## src/rtl/cosine_job_sequencer.sv

```systemverilog
// Cosine job sequencer: FIFO-buffered angle jobs -> one at a time to the core -> result on valid/ready; start 2 cycles after push.
// Input stalls when the FIFO is full, output holds until accepted; COS_SATURATE_EN clamps results to [-1.0,+1.0] Q8.8.
module cosine_job_sequencer #(
    parameter int DEPTH   = 4,
    parameter int TIMEOUT = 255
) (
    input  logic                       clk,
    input  logic                       rst,
    input  logic                       in_valid,
    output logic                       in_ready,
    input  logic [15:0]                in_x,
    input  logic [7:0]                 in_y,
    output logic                       out_valid,
    input  logic                       out_ready,
    output logic [15:0]                out_ans,
    output logic                       out_err,
    output logic                       core_start,
    output logic [15:0]                core_x,
    output logic [7:0]                 core_y,
    input  logic                       core_done,
    input  logic [15:0]                core_ans,
    output logic                       busy,
    output logic [$clog2(DEPTH):0]     fifo_count
);
    localparam int AW = $clog2(DEPTH);
    localparam int CW = AW + 1;
    localparam logic [15:0] WAIT_LAST = 16'(TIMEOUT - 1);

    typedef enum logic [1:0] {IDLE, ISSUE, WAIT, HOLD} state_t;

    state_t        state;
    logic [15:0]   wait_cnt;
    logic [15:0]   fifo_x [DEPTH];
    logic [7:0]    fifo_y [DEPTH];
    logic [AW-1:0] wr_ptr;
    logic [AW-1:0] rd_ptr;
    logic          push;
    logic          pop;

    assign in_ready = (fifo_count < CW'(DEPTH));
    assign push     = in_valid & in_ready;
    assign pop      = (state == IDLE) && (fifo_count != '0);
    assign busy     = (state != IDLE);

    function automatic logic [15:0] clamp(input logic [15:0] a);
`ifdef COS_SATURATE_EN
        if ($signed(a) > $signed(16'h0100))
            return 16'h0100;
        else if ($signed(a) < $signed(16'hFF00))
            return 16'hFF00;
        else
            return a;
`else
        return a;
`endif
    endfunction

    // Storage needs no reset; validity is tracked by the pointers and count.
    always_ff @(posedge clk) begin
        if (push) begin
            fifo_x[wr_ptr] <= in_x;
            fifo_y[wr_ptr] <= in_y;
        end
    end

    always_ff @(posedge clk) begin
        if (rst) begin
            wr_ptr     <= '0;
            rd_ptr     <= '0;
            fifo_count <= '0;
        end else begin
            if (push)
                wr_ptr <= wr_ptr + 1'b1;
            if (pop)
                rd_ptr <= rd_ptr + 1'b1;
            case ({push, pop})
                2'b10:   fifo_count <= fifo_count + 1'b1;
                2'b01:   fifo_count <= fifo_count - 1'b1;
                default: fifo_count <= fifo_count;
            endcase
        end
    end

    always_ff @(posedge clk) begin
        if (rst) begin
            state      <= IDLE;
            wait_cnt   <= '0;
            core_start <= 1'b0;
            core_x     <= '0;
            core_y     <= '0;
            out_valid  <= 1'b0;
            out_ans    <= '0;
            out_err    <= 1'b0;
        end else begin
            core_start <= 1'b0;
            case (state)
                IDLE: begin
                    if (fifo_count != '0) begin
                        core_x     <= fifo_x[rd_ptr];
                        core_y     <= fifo_y[rd_ptr];
                        core_start <= 1'b1;
                        state      <= ISSUE;
                    end
                end
                ISSUE: begin
                    wait_cnt <= '0;
                    state    <= WAIT;
                end
                WAIT: begin
                    // A done arriving on the last allowed cycle still counts as success.
                    if (core_done) begin
                        out_ans   <= clamp(core_ans);
                        out_err   <= 1'b0;
                        out_valid <= 1'b1;
                        state     <= HOLD;
                    end else if (wait_cnt == WAIT_LAST) begin
                        out_ans   <= 16'hFFFF;
                        out_err   <= 1'b1;
                        out_valid <= 1'b1;
                        state     <= HOLD;
                    end else begin
                        wait_cnt <= wait_cnt + 16'd1;
                    end
                end
                HOLD: begin
                    if (out_ready) begin
                        out_valid <= 1'b0;
                        state     <= IDLE;
                    end
                end
                default: state <= IDLE;
            endcase
        end
    end
endmodule

```

## config.mk

```make
export PLATFORM = sky130hd
export DESIGN_NAME = cosine_job_sequencer
export DESIGN_NICKNAME = d
export VERILOG_FILES = /design/src/rtl/cosine_job_sequencer.sv
export SDC_FILE = /design/constraint.sdc
export NUM_CORES = 1
export LEC_CHECK = 0
export CAP_MARGIN = 20
export CELL_PAD_IN_SITES_DETAIL_PLACEMENT = 1
export CELL_PAD_IN_SITES_GLOBAL_PLACEMENT = 1
export CORE_UTILIZATION = 25
export DETAILED_ROUTE_END_ITERATION = 8
export PLACE_DENSITY = 0.5
export REMOVE_ABC_BUFFERS = 1
export SYNTH_ARGS = -nofsm -noshare
export SYNTH_HDL_FRONTEND = slang
export SYNTH_SLANG_ARGS = --single-unit
```

## constraint.sdc

```tcl
create_clock -name clk -period 3.5 [get_ports clk]
set_clock_uncertainty 0.05 [all_clocks]
set_input_delay 0.35 -clock clk [delete_from_list [all_inputs] [get_ports clk]]
set_output_delay 0.35 -clock clk [all_outputs]
set_load 0.02 [all_outputs]
```

==> results.py <==
metrics = {
    "clocking": {
        "cts.path.max_buffers": 2,
        "clk_latency_ns": 0.44,
        "cts-buffers-inserted": 17,
        "cts_max_level": 4,
        "cts_sinks": 164,
        "cts_hold_buf": 0,
        "ctsResizeCount": 0,
        "cts_setup_buffers": 0,
        "cts_tree": "done",
        "cts-root-buf": "clkbuf_16",
        "clkTransAtPathRegs_ns": 0.07,
    },
    "placed_design": {
        "hpwl_um": 10700,
        "port_buffers": 92,
        "routabilityCongestion": 0.751,
        "preCtsSetupSlack_ns": 0.901,
        "dp_cells": 910,
    },
    "route": {
        "first_pass_iters": 4,
        "wire_per_inst_um": 18.0,
        "dr.first_iter.drc_count": 242,
        "viasPerCell": 4.61,
        "post-route-drc-count": 0,
        "wl_um": 17000,
        "via_count": 4346,
        "antenna_left": 0,
    },
    "finish": {
        "instances_no_fill": 943,
        "final_common_cell": "edfxtp_1",
        "drive_above_1_share_pct": 17.3,
        "fill_cells": 2779,
        "area_growth_syn_to_layout_pct": 28.6,
        "insertedDiodeCount": 0,
        "final_cell_mix": "96 x edfxtp_1, 91 x clkdlybuf4s50_1, 67 x dfxtp_1",
        "final_nets": 653,
    },
    "timing": {
        "setup_viol": 0,
        "max-slew-margin-rel_pct": 54.7,
        "worst_slew_pin_slew_ns": 0.677,
        "period_needed_ns": 2.53,
        "final.setup.worst_slack_ns": 0.971,
        "period_share_pct": 72.3,
        "hold_viol_final": 0,
        "setup_tns_ns": 0,
        "finalMaxSlewViolations": 0,
        "max_clock_freq_mhz": 395,
        "rsz0062_at_grt": "no",
    },
    "floorplan": {
        "start_util_pct": 25.5,
        "rows": 59,
        "dieArea_mm2": 0.0273,
        "core_area_mm2": 0.0261,
        "die_x_um": 165,
        "die_height_um": 165,
        "num_io_pins": 93,
    },
    "synthesis": {
        "yosys-top-cells-area": "edfxtp_1 43%, dfxtp_1 20%, mux4_2 8.1%",
        "syn_area_mm2": 0.00666,
        "synth_top_area_share_pct": 43.3,
        "yosysUniqueCellTypes": 53,
        "synth-seq-cells": 164,
        "yosys_warnings": 0,
        "synth_edf_count": 96,
        "dominantRegCellSynth": "edfxtp_1",
        "synth-async-reset-ratio_pct": 0,
        "synthCells": 500,
        "ys_seq_area_share_pct": 63.7,
        "synth_top_area_cell": "edfxtp_1",
        "avgSynthCellArea_um2": 13.3,
    },
    "run": {
        "drv_cap": 0,
    },
    "pwr": {
        "ir_drop_uv": 347,
        "p_seq_share_pct": 40.6,
        "p_int_mw": 4.15,
        "power_switching_mw": 2.18,
        "combPwrFrac_pct": 30.3,
        "p_leak_nw": 2.75,
        "pwr-share-clk_pct": 29.1,
        "power_density_mw_per_mm2": 740,
        "switching_share_pct": 34.4,
    },
    "worst_setup_path": {
        "end_kind": "flop",
        "crit_type": "flop to flop",
        "cp_max_fo": 13,
        "worst_ep_required_time_ns": 3.78,
        "worst_setup_path_start_kind": "flop",
        "arrival_ns": 2.81,
    },
    "hold_path": {
        "holdCritPathClass": "flop to flop",
    },
    "outcome": {
        "status": "completed",
    },
    "global_route": {
        "grt_pass1_wl_um": 26400,
        "grt_pass1_vias": 4667,
        "antenna_found_initial": 0,
        "overflow": 0,
        "grt_start_max_net_pins": 31,
        "track_usage_pct": 13.2,
    },
}
[final timing paths]
kind / startpoint / to / slack, ns / cells past startpoint
worst min register to register: core_x[8] / core_x[8] / 0.41 / 2
worst min-delay path: core_x[8] / core_x[8] / 0.41 / 2
worst max register to register: wait_cnt[2] / state[0] / 0.97 / 4
worst max-delay path: wait_cnt[2] / state[0] / 0.97 / 4
[stage by stage]
stage	area [µm²]	hold slack (ns)	power, mW	util, %
after CTS	8540	0.409	6.45	32.8
after detailed placement	7950	0.400	4.57	30.5
after global placement	7950	0.395	4.51	30.5
after floorplan	6510	0.369	3.65	-
after global routing	8560	0.433	6.70	32.8
final	8560	0.408	6.33	32.8
[cell type report]
| cell class | count | area, µm² | area share, % |
|---|---|---|---|
| tap | 335 | 419 | 4.90 |
| clock inverter | 15 | 160 | 1.87 |
| timing repair buffer | 105 | 1030 | 12.0 |
| sequential | 164 | 4250 | 49.6 |
| clock buffer | 17 | 425 | 4.97 |
| inverter | 16 | 60.1 | 0.702 |
| multi-input combinational | 291 | 2220 | 26.0 |
[power by group through the flow]
stage          Combinational (mW)  Sequential [mW]  Clock, mW
2_1_floorplan               0.866             2.79          0
3_3_place_gp                 1.88             2.63          0
3_5_place_dp                 1.92             2.65          0
4_1_cts                      1.93             2.61       1.91
5_1_grt                      2.11             2.61       1.98
6_report                     1.92             2.57       1.84
[metal layers]
layer	GRT usage (%)	part of all wire (%)	up-vias	wire [µm]
met4	3.59	0.92	0	156
li1	-	-	2038	-
met3	3.62	4.7	14	800
met1	16.4	46	2205	7740
met2	22.3	49	89	8300
met5	0	0	-	0
[synth_stat cells (10+ instances only)]
master / count
a21oi_1: 36
a21oi_2: 10
clkbuf_1: 19
dfxtp_1: 68
edfxtp_1: 96
ha_1: 12
inv_1: 15
mux4_2: 24
nand2_1: 64
nand3_1: 11
nor2_1: 29
nor3_1: 10
nor3_2: 10
[worst max-delay path, stage by stage, from the launching register on]
cell      delay (ns)
dfxtp_1         0.48
or4b_4          0.56
nor4_4          0.66
o21ai_0         0.31
a221oi_1        0.37
[sequential cells by signal, summed over array words and instances, names as in the netlist]
signal	flops
fifo_x	64
fifo_y	32
core_x	16
out_ans	16
wait_cnt	16
core_y	8
fifo_count	3
rd_ptr	2
state	2
wr_ptr	2
core_start	1
out_err	1
out_valid	1
[kinds of logic after synthesis]
logic type | after synthesis | synth area share (%)
compound gates | 69 | 6.95
xor+xnor | 5 | 0.658
fa+ha+maj | 13 | 2.56
buf+inv | 45 | 3.06
flops | 164 | 63.7
mux | 32 | 9.34
simple gates | 172 | 13.7
(Power assumes the default switching activity.)
